### config.mk
export PLATFORM = sky130hd
export DESIGN_NAME = counter_ctrl
export DESIGN_NICKNAME = d
export VERILOG_FILES = /design/src/rtl/counter_ctrl.sv
export SDC_FILE = /design/constraint.sdc
export NUM_CORES = 1
export LEC_CHECK = 0
export ABC_AREA = 1
export CELL_PAD_IN_SITES_DETAIL_PLACEMENT = 1
export CELL_PAD_IN_SITES_GLOBAL_PLACEMENT = 1
export CORE_MARGIN = 5
export CORE_UTILIZATION = 34
export DETAILED_ROUTE_END_ITERATION = 8
export GPL_TIMING_DRIVEN = 0
export PLACE_DENSITY = 0.81
export SLEW_MARGIN = 20
export SYNTH_ARGS = -nofsm -noshare
export SYNTH_HDL_FRONTEND = slang
export SYNTH_SLANG_ARGS = --single-unit
### constraint.sdc
create_clock -name clk -period 1.75 [get_ports clk]
set_input_delay 0.35 -clock clk [delete_from_list [all_inputs] [get_ports clk]]
set_output_delay 0.35 -clock clk [all_outputs]
set_load 0.02 [all_outputs]
### src/rtl/counter_ctrl.sv
// counter_ctrl: prescaled up-counter with one-shot / auto-reload modes and
// start / stop (pause) / clear control.
//
// Ports:
//   clk       in   sole clock, rising edge
//   reset     in   synchronous, active-low reset
//   start     in   start from IDLE/DONE, resume from PAUSE
//   stop      in   pause while in RUN
//   clear     in   abort to IDLE from any state
//   mode      in   0 = one-shot, 1 = auto-reload (latched on start)
//   load_val  in   terminal count (latched on start)
//   prescale  in   divide ratio minus 1 (latched on start)
//   count     out  current count
//   state     out  IDLE=00, RUN=01, PAUSE=10, DONE=11
//   busy      out  high in RUN or PAUSE
//   tc_pulse  out  one-cycle pulse per terminal tick
//   done      out  high while in DONE
module counter_ctrl #(
  parameter int unsigned WIDTH      = 4,
  parameter int unsigned PRESCALE_W = 4
) (
  input  logic                  clk,
  input  logic                  reset,
  input  logic                  start,
  input  logic                  stop,
  input  logic                  clear,
  input  logic                  mode,
  input  logic [WIDTH-1:0]      load_val,
  input  logic [PRESCALE_W-1:0] prescale,
  output logic [WIDTH-1:0]      count,
  output logic [1:0]            state,
  output logic                  busy,
  output logic                  tc_pulse,
  output logic                  done
);

  typedef enum logic [1:0] {
    ST_IDLE  = 2'b00,
    ST_RUN   = 2'b01,
    ST_PAUSE = 2'b10,
    ST_DONE  = 2'b11
  } state_t;

  state_t                state_q;
  logic [PRESCALE_W-1:0] pc;
  logic [PRESCALE_W-1:0] ps_reg;
  logic [WIDTH-1:0]      tc_reg;
  logic                  mode_reg;

  // FSM, prescaler and counter; priority reset > clear > stop > start.
  always_ff @(posedge clk) begin
    if (!reset) begin
      state_q  <= ST_IDLE;
      count    <= '0;
      pc       <= '0;
      tc_reg   <= '0;
      ps_reg   <= '0;
      mode_reg <= 1'b0;
      tc_pulse <= 1'b0;
    end else if (clear) begin
      state_q  <= ST_IDLE;
      count    <= '0;
      pc       <= '0;
      tc_pulse <= 1'b0;
    end else begin
      tc_pulse <= 1'b0;
      case (state_q)
        // stop is ignored in IDLE and DONE; start (re)latches configuration.
        ST_IDLE, ST_DONE: begin
          if (start) begin
            tc_reg   <= load_val;
            ps_reg   <= prescale;
            mode_reg <= mode;
            count    <= '0;
            pc       <= '0;
            state_q  <= ST_RUN;
          end
        end
        ST_RUN: begin
          if (stop) begin
            // Pause suppresses this cycle's tick; count and pc hold.
            state_q <= ST_PAUSE;
          end else if (pc == ps_reg) begin
            pc <= '0;
            if (count == tc_reg) begin
              tc_pulse <= 1'b1;
              if (mode_reg) begin
                count <= '0;
              end else begin
                state_q <= ST_DONE;
              end
            end else begin
              count <= count + WIDTH'(1);
            end
          end else begin
            pc <= pc + PRESCALE_W'(1);
          end
        end
        // Resume without re-latching; stop has no effect here.
        ST_PAUSE: begin
          if (start) begin
            state_q <= ST_RUN;
          end
        end
        default: state_q <= ST_IDLE;
      endcase
    end
  end

  // Status decodes straight off the state register.
  assign state = state_q;
  assign busy  = (state_q == ST_RUN) || (state_q == ST_PAUSE);
  assign done  = (state_q == ST_DONE);

endmodule

---- Yosys cells after proc, flatten, opt, wreduce, memory -nomap -nowiden ----
Index checks and enable logic that the tools add are counted.
word-level totals
  memory bits (writable) .................. 0
  bits in registers ....................... 20
  logic and storage cells ................. 53
  output and inout bits ................... 9
  input bits .............................. 14
  memories kept ........................... 0
  memory bits (read-only) ................. 0
  latch bits .............................. 0
operators by class
  multipliers ............................. 0
  eq/ne operators ......................... 13
  reduce and logical (&&, ||, !) cells .... 11
  bitwise logic cells ..................... 4
  shifts and indexed selects .............. 0
  mux-type cells .......................... 16
  magnitude comparators ................... 0
  div/mod/pow operators ................... 0
  add/subtract/negate cells ............... 2
operator list
  cell                   count
  $mux W4                7
  $pmux W4 S2            2
  $ne A3 B3 Y1 const B   4
  $mux W2                5
  $add A4 B1 Y4 const B  2
  $eq A4 B4 Y1           2
  $ne A2 B2 Y1 const B   3
  $reduce_and A3 Y1      2
  $reduce_and A5 Y1      1
  $reduce_or A5 Y1       1
  $eq A2 B2 Y1 const B   2
  $not A1 Y1             4
  $pmux W2 S2            1
  $reduce_and A4 Y1      1
  $reduce_or A2 Y1       2
  $reduce_or A3 Y1       1
  $eq A2 B1 Y1 const B   1
  $logic_not A2 Y1       1
  $ne A2 B1 Y1 const B   1
  $reduce_bool A2 Y1     1
  $logic_or A1 B1 Y1     1
  $mux W1                1

---- Longest topological paths before layout ----
Gate-level depths: netlist of run 1.
  word-level depth ........................ 5
  gate-level depth with buffers ........... 11
  gate-level depth less buffers ........... 11

---- Worst setup path before layout of run 1 ----
OpenSTA, ideal clock, no wires.
  kind .................................... register to register
  start point ............................. register state_q[1] (netlist: state[1])
  end point ............................... register pc[2]
  required time ........................... 1.684 ns
  period minus slack after synthesis ...... 1.725 ns
  data arrival time ....................... 1.660 ns
  library setup time ...................... 0.066 ns
  cell stages (with the launch flop) ...... 10
  slack ................................... 0.025 ns
  path buffers ............................ 0
  cell sequence ........................... dfxtp_1 > inv_1 > ha_1 > inv_1 > or2_2 > nand2_1 > inv_1 > nand3_1 > nand2_1 > nor2_1
on the way
  word-level cells in the longest chain between the ends .. 4
  elaborated cells on any way between the ends .. 9
  those cells by class .................... eq/ne: 4; mux: 1; reduce/logical: 4
ends and longest elaborated chain
  what                                                                 RTL line  source
  start, declared                                                      44        state_t state_q;
  start signal, assigned                                               53        state_q <= ST_IDLE;
  start signal, assigned                                               61        state_q <= ST_IDLE;
  start signal, assigned                                               76        state_q <= ST_RUN;
  $eq A2 B2 Y1 / $logic_not A2 Y1 (equally long branches)              67        case (state_q)
  $reduce_or A2 Y1                                                     67
  $ne A2 B2 Y1 (no line) / $reduce_bool A2 Y1 (equally long branches)  -
  $reduce_and A3 Y1 (no line)                                          -
  end signal, assigned                                                 96        pc <= pc + PRESCALE_W'(1);
  end, declared                                                        45        logic [PRESCALE_W-1:0] pc;
Several ways; a longest one is shown, not always the timed one.
A chain may end at the register's enable or synchronous reset.

---- Worst setup path in the final report of run 1 ----
  start point ............................. input port reset
  end point ............................... register tc_pulse
on the way
  word-level cells in the longest chain between the ends .. 2
ends and longest elaborated chain
  what                        RTL line  source
  start, declared             23        input logic reset,
  $not A1 Y1 (no line)        -
  $reduce_or A5 Y1 (no line)  -
  end signal, assigned        59        tc_pulse <= 1'b0;
  end signal, assigned        64        tc_pulse <= 1'b0;
  end signal, assigned        66        tc_pulse <= 1'b0;
  end, declared               33        output logic tc_pulse,
No other way between the ends.

==> flow_summary.toml, run 1 <==
[power]
p_leak_nw = 0.603
vdd_ir_drop_max_mv = 0.387
power_density_nw_per_um2 = 764

[outcome]
status = "completed"

[synthesis]
synth_top_area_cell = "dfxtp_1"
syn_area_um2 = 1090
synth_area_per_cell_um2 = 6.63
ys_seq_area_frac = 0.368
yosys.area.top_type_share = 0.368
syn_nets = 182
yosysUniqueCellTypes = 20
ys_seq_elements = 20
synth.area.top_cells = "dfxtp_1 (37%), nand2_1 (14%), inv_1 (9.3%)"
yosysWarnings = 0
syn_inst = 164

[critical_path]
start_kind = "input pin"
crit_path_frequent_cell = "inv_1"
cp_slowest_cell = "clkdlybuf4s50_1"
cp_cell_sequence = "clkdlybuf4s50_1 > inv_1 > nor2_1 > inv_1 > nor4_1"
crit_path_max_incr_delay_ps = 660
worstPathArrival_ps = 1890
required_ps = 1960
crit_fanout = 10
critPathCaptureType = "flip-flop"
critical_path_class = "input pin to flip-flop"

[min_path]
min_path_type = "flip-flop to flip-flop"

[routing]
ant_nets = 0
wirelength_mm = 3.05
wl_per_cell_um = 13.1
via_per_inst = 4.87
drc_errors = 0
drtPass1Iterations = 4
drtIter0Drc = 91
vias = 1134

[clocking]
cts_buffers = 3
clk_pin_slew_ps = 130
cts-root-buf = "clkbuf_4"
insertion_delay_ps = 300
htree_levels = 1
post_cts_buffers = 0
clock_sinks = 20
cts_buffer_depth = 2
cts_tree = "done"
hold_buffers = 0

[global_route]
grt_use_total = 0.152
grt_max_degree = 19
grt_pass1_wl_mm = 5.22
antenna_found_initial = 0
grt-ovfl-total = 0
grt_pass1_vias = 1206

[cells_and_area]
nFillCells = 433
n_antenna_cell = 0
syn_to_final_growth_pct = 30.6
nNetsFinal = 208
fin_util = 0.465
final_layout_size_suffix_gt1_frac = 0.0952

[die]
core_area_um2 = 3050
initial_utilization = 0.356
die_width_um = 66.6
io_pins = 23
rows = 20
die_area_um2 = 4430
die_y_um = 66.6

[place]
dp_hpwl_mm = 2.42
io_buffers = 22
gp_congestion = 0.762

[timing]
worstMarginPinSlew_ps = 462
max_freq_mhz = 594
max-slew-margin-rel = 0.692
hold_violations = 0
finClkSkew_ps = 9.43
tns_ps = 0
setup_violations = 0
period_share = 0.963
drv_slew = 0
fin_crit_ps = 1680

[run]
cap_violations = 0
cell usage after synthesis:
cell       n
nand2_1   41
inv_1     27
dfxtp_1   20
a21oi_1   19
nand3_1   13
o21ai_0   13
nor2_1     9
ha_1       4
nor2_2     3
xor2_1     3
inv_2      2
nand2_2    2
buf_6      1
clkbuf_1   1
nand3_2    1
nand4_1    1
nor3b_1    1
nor4_1     1
o22ai_1    1
or2_2      1
cells in the final DEF, fill, tap and decap left out, types with 2 or more instances in the layout:
cell type | netlist | routed
inv_1 | 27 | 27
ha_1 | 4 | 3
nand3_1 | 13 | 13
clkdlybuf4s50_1 | 0 | 15
nand2_1 | 41 | 40
o21ai_0 | 13 | 11
a21oi_1 | 19 | 19
clkbuf_4 | 0 | 3
inv_2 | 2 | 2
dfxtp_1 | 20 | 19
o21ai_1 | 0 | 2
dlygate4sd2_1 | 0 | 6
nand2_2 | 2 | 2
nor2_1 | 9 | 9
nor2_2 | 3 | 3
xor2_1 | 3 | 3
critical path: cells and delay by family:
family / cells / cell delay (ps)
and+or+nand+nor: 2 / 590
buffers and inverters: 3 / 940
repair_timing:
item / 4_1_cts / 5_1_grt
cloned: 0 / 0
setup endpoints to repair: 16 / 5
resized for setup: 10 / 6
worst paths after layout:
| path | startpoint | endpoint | slack (ps) | cells after the start |
|---|---|---|---|---|
| max | reset | tc_pulse | 70 | 5 |
| min | ps_reg[3] | ps_reg[3] | 480 | 2 |
| max reg2reg | state[0] | pc[2] | 150 | 9 |
| min reg2reg | ps_reg[3] | ps_reg[3] | 480 | 2 |
logic make-up (layout without fill, tap and decap cells):
group,after synthesis,in the layout,synth area share
XOR/XNOR,3,3,0.0242
buffers and inverters,31,56,0.114
adder cells (fa/ha/maj),4,4,0.0460
flip-flops,20,20,0.368
AND/OR/NAND/NOR,73,73,0.295
AO/OA/AOI/OAI,33,33,0.153
where the power goes:
part	leakage [nW]	switching (mW)	internal, mW
Combinational	0.412	0.128	0.0818
Clock	0.0279	0.153	0.231
Sequential	0.164	0.0149	0.476
Total	0.603	0.296	0.789
metrics by stage:
step | instance area, um^2 | hold WS, ps | cells | worst slack [ps] | power (mW)
floorplan | 1090 | 443 | 164 | 24.5 | 0.623
global placement | 1360 | 455 | 230 | -147 | 0.693
detailed placement | 1360 | 468 | 230 | -215 | 0.707
CTS | 1410 | 484 | 233 | -5.66 | 1.09
global route | 1420 | 524 | 233 | -36.6 | 1.15
finish | 1420 | 481 | 233 | 65.2 | 1.08
layout make-up:
type | instances | area, um^2 | share of cell area
clock buffer | 3 | 22.5 | 0.0159
tap | 44 | 55.1 | 0.0388
clock inverter | 1 | 30.0 | 0.0211
inverter | 29 | 109 | 0.0767
sequential | 20 | 402 | 0.283
buffer | 1 | 11.3 | 0.00793
multi-input combinational | 113 | 583 | 0.411
timing repair buffer | 22 | 208 | 0.146
metal layers:
| layer | part of all wire | up-vias | GRT usage |
|---|---|---|---|
| met4 | 0.0036 | 0 | 0.0381 |
| li1 | - | 572 | - |
| met2 | 0.54 | 16 | 0.291 |
| met1 | 0.43 | 544 | 0.170 |
| met5 | 0 | - | 0 |
| met3 | 0.029 | 2 | 0.0270 |
No activity file was read; power rests on OpenSTA's default activity.
==> inputs of run 2 (changes only) <==
- CORE_UTILIZATION: 34 -> 42
- DONT_BUFFER_PORTS: not set -> 1
- PLACE_DENSITY: 0.81 -> 0.8
==> flow_summary.toml, run 2 (same netlist as run 1, synthesis figures left out) <==
[outcome]
status = "completed"

[routing]
drtPass1Iterations = 4
wl_per_cell_um = 13.3
via_per_inst = 5.27
met2_length_mm = 1.34
dr_wl_met3_um = 137
drtIter0Drc = 32
wl_met1_mm = 1.14
vias = 1039
top_layer = "met4"
drc_errors = 0
wirelength_mm = 2.63
ant_nets = 0

[critical_path]
start_kind = "flip-flop"
crit_fanout = 6
worstPathArrival_ps = 1830
required_ps = 1980
critical_path_class = "flip-flop to flip-flop"
critPathCaptureType = "flip-flop"

[timing]
worstMarginPinSlew_ps = 424
period_share = 0.913
finClkSkew_ps = 3.06
setup_violations = 0
whs_ps = 180
max-slew-margin-rel = 0.717
tns_ps = 0
fin_ws_ps = 152
max_freq_mhz = 626
rsz0062_at_grt = "false"
fin_crit_ps = 1600
hold_violations = 0
drv_slew = 0

[min_path]
min_path_type = "input pin to flip-flop"

[power]
p_seq_frac = 0.560
swShare = 0.307
power_density_nw_per_um2 = 747
p_clk_frac = 0.250
p_comb_frac = 0.190
vdd_ir_drop_max_mv = 0.346
p_sw_mw = 0.270
p_leak_nw = 0.482
p_int_mw = 0.611

[die]
core_area_um2 = 2480
die_y_um = 60.9
io_pins = 23
rows = 18
initial_utilization = 0.439
die_area_um2 = 3710
die_width_um = 60.9

[cells_and_area]
final_layout_size_suffix_gt1_frac = 0.120
nNetsFinal = 187
syn_to_final_growth_pct = 8.52
final_common_cell = "nand2_1"
layout_common_cells = "nand2_1 (40), inv_1 (26), a21oi_1 (19), dfxtp_1 (18), nand3_1 (13)"
fin_cells = 197
fin_util = 0.476
n_antenna_cell = 0

[clocking]
cts_buffer_depth = 2
cts-root-buf = "clkbuf_4"
clock_sinks = 20
insertion_delay_ps = 290
post_cts_buffers = 0
cts_buffers = 3
htree_levels = 1
cts_tree = "done"
clk_pin_slew_ps = 120

[global_route]
grt_max_degree = 11
grt_pass1_wl_mm = 4.46
grt_use_total = 0.160
grt_pass1_vias = 1101
grt-ovfl-total = 0
antenna_found_initial = 0

[place]
dp_hpwl_mm = 2.12
pre_cts_ws_ps = -268
place_inst = 194
gp_congestion = 0.791
io_buffers = 0

[run]
cap_violations = 0
run 2: cell count changes in the layout (fill, tap and decap cells not counted), sizes merged:
cell           before  now
buf                 2    1
bufinv              1    0
clkbuf              3    4
clkdlybuf4s50      15    0
dlygate4sd2         6    0
run 2: timing repair:
action,in CTS,in global routing
resized for setup,7,6
hold buffers,0,0
setup endpoints to repair,18,6
run 2: critical path, cell delays in order (launching register included):
cell and delay, ps:
dfxtp_4 410, inv_1 80, ha_4 280, inv_2 80, or2_4 260, nand2_4 100
inv_1 80, nand3_1 70, nand2_1 60, nor2_1 110
run 2: final timing paths:
kind | start | endpoint | slack [ps] | cells after the start
setup / recovery | state[1] | pc[2] | 150 | 9
hold / removal | reset | tc_reg[3] | 180 | 2
setup reg to reg | state[1] | pc[2] | 150 | 9
hold reg to reg | tc_reg[2] | tc_reg[2] | 480 | 2
run 2: power by group through the flow:
stage	Clock, mW	Combinational, mW	Sequential [mW]
after floorplan	0	0.123	0.501
after global placement	0	0.148	0.503
after global routing	0.254	0.188	0.498
final	0.220	0.167	0.494
after CTS	0.230	0.161	0.494
after detailed placement	0	0.155	0.505
run 2: metal layers:
layer	vias to the layer above	global-route usage
li1	529	-
met1	486	0.176
met2	22	0.292
met3	2	0.0383
met4	0	0.0619
met5	-	0
run 2: layout make-up:
class                   instances  area (um^2)
multi-input cells             113          589
fillers                       343         1300
clock buffers                   3         22.5
well taps                      30         37.5
plain buffers                   2         16.3
flip-flops and latches         20          405
inverters                      29          109
run 2: metrics by stage:
| step | total power, mW | area, um^2 |
|---|---|---|
| final | 0.881 | 1180 |
| after detailed placement | 0.660 | 1120 |
| after floorplan | 0.623 | 1090 |
| after global routing | 0.940 | 1180 |
| after global placement | 0.651 | 1120 |
| after CTS | 0.886 | 1170 |
==> inputs of run 3 (changes only) <==
- ABC_AREA: 1 -> not set
- CORE_ASPECT_RATIO: not set -> 1.1
- CORE_UTILIZATION: 42 -> 44
- PLACE_DENSITY: 0.8 -> 0.79
==> flow_summary.toml, run 3 <==
[die]
core_area_um2 = 2250
die_width_um = 56.4
rows = 18
io_pins = 23
initial_utilization = 0.463
die_area_um2 = 3450
die_y_um = 61.1

[global_route]
antenna_found_initial = 0
grt_use_total = 0.174
grt-ovfl-total = 0
grt_pass1_wl_mm = 4.67
grt_max_degree = 13
grt_pass1_vias = 1036

[routing]
drtPass1Iterations = 4
vias = 919
drc_errors = 0
via_per_inst = 5.60
drtIter0Drc = 29
wirelength_mm = 2.95
ant_nets = 0
wl_per_cell_um = 18.0

[synthesis]
syn_inst = 126
ys_seq_area_frac = 0.384
yosysUniqueCellTypes = 33
async_flop_share = 0
synth_top_area_cell = "dfxtp_1"
synth_edf_count = 0
yosysMostFrequentCell = "nand2_1"
syn_area_um2 = 1040
synth.area.top_cells = "dfxtp_1 (38%), nand2_1 (9.4%), a21boi_0 (6.5%)"
syn_nets = 144
yosysWarnings = 0
ys_seq_elements = 20
synthFlopType = "dfxtp_1"
yosys.area.top_type_share = 0.384
synth_common_cells = "nand2_1 (26), dfxtp_1 (20), nor2_1 (10)"
synth_area_per_cell_um2 = 8.28

[timing]
max_freq_mhz = 544
setup_violations = 5
worstMarginPinSlew_ps = 664
fin_crit_ps = 1840
period_share = 1.05
fin_ws_ps = -87.4
hold_violations = 0
rsz0062_at_grt = "true"
drv_slew = 0
max-slew-margin-rel = 0.551
finClkSkew_ps = 6.65

[cells_and_area]
syn_to_final_growth_pct = 21.7
nFillCells = 274
n_antenna_cell = 0
fin_area_um2 = 1270
final_common_cell = "nand2_1"
nNetsFinal = 153
layout_common_cells = "nand2_1 (25), dfxtp_1 (13), a21boi_0 (9), nor2_1 (7), buf_4 (6)"
final_layout_size_suffix_gt1_frac = 0.261

[place]
io_buffers = 0
gp_congestion = 0.781
dpl_cell_area_um2 = 1080
dp_hpwl_mm = 1.93
pre_cts_ws_ps = -427

[clocking]
cts-root-buf = "clkbuf_4"
insertion_delay_ps = 300
cts_buffers = 3
clock_sinks = 20
htree_levels = 1
hold_buffers = 0
clk_pin_slew_ps = 120
cts_buffer_depth = 2
cts_tree = "done"

[critical_path]
crit_fanout = 4
worstPathArrival_ps = 2030
start_kind = "flip-flop"
critPathCaptureType = "flip-flop"
critical_path_class = "flip-flop to flip-flop"
required_ps = 1940

[power]
vdd_ir_drop_max_mv = 0.446
power_density_nw_per_um2 = 824
p_leak_nw = 0.472

[run]
cap_violations = 0

[min_path]
min_path_type = "input pin to flip-flop"

[outcome]
status = "complete, but fails checks"
violations = "negative setup slack"
## run 3: per-stage QoR
| stage | power [mW] | hold WS [ps] | setup TNS, ps | utilization | std cells |
|---|---|---|---|---|---|
| 6_report | 1.05 | 171 | -377 | 0.564 | 164 |
| 5_1_grt | 1.09 | 165 | -1110 | 0.564 | 164 |
| 4_1_cts | 1.01 | 162 | -220 | 0.524 | 161 |
| 3_5_place_dp | 0.611 | 480 | -2060 | 0.481 | 156 |
| 3_3_place_gp | 0.604 | 471 | -1580 | 0.481 | 156 |
| 2_1_floorplan | 0.584 | 455 | 0 | - | 126 |
## run 3: kinds of logic (layout without fill, tap and decap cells)
group                      after synthesis  count (layout)  synth area share
buffers and inverters                    8              16            0.0288
adders and majority gates                4               4            0.0480
muxes                                    1               1           0.00959
and+or+nand+nor                         59              59             0.297
xor gates and xnor gates                 8               8            0.0671
DFF                                     20              20             0.384
AOI/OAI and AO/OA                       26              26             0.165
## run 3: power breakdown
group / total [mW] / switching [mW] / internal, mW
Clock: 0.382 / 0.151 / 0.231
Sequential: 0.481 / 0.0150 / 0.466
Combinational: 0.183 / 0.106 / 0.0770
## run 3: path summary, 6_finish.rpt
path	depth (start not counted)	startpoint	slack [ps]	end
min	2	prescale[3]	170	ps_reg[3]
max reg2reg	5	pc[2]	-90	count[2]
min reg2reg	2	ps_reg[2]	490	ps_reg[2]
max	5	pc[2]	-90	count[2]
## run 3: routing by layer
metal,vias to the layer above,track usage,part of all wire
met1,443,0.178,0.41
met3,4,0.0356,0.037
met4,0,0.0610,0.013
met5,-,0,0
met2,16,0.353,0.54
li1,456,-,-
## run 3: critical path: stages (launching register included)
cell     delay, ps
dfxtp_2        350
xor2_1         170
or4_4          580
or2_4          270
nor4_4         250
o21ai_1        110
## run 3: repair_timing
item	CTS	global route
endpoints found under the setup margin	12	19
pin swaps	0	5
setup buffers	2	4
hold endpoints to repair	0	0
gates resized for setup	15	15
## run 3: area by class of cell
cell class / instances / area (um^2) / area share
plain buffers: 2 / 7.51 / 0.00591
clock buffers: 3 / 22.5 / 0.0177
clock inverters: 1 / 30.0 / 0.0236
inverters: 4 / 15.0 / 0.0118
multi-input cells: 98 / 698 / 0.550
flip-flops and latches: 20 / 414 / 0.326
well taps: 30 / 37.5 / 0.0296
repair buffers: 6 / 45.0 / 0.0355
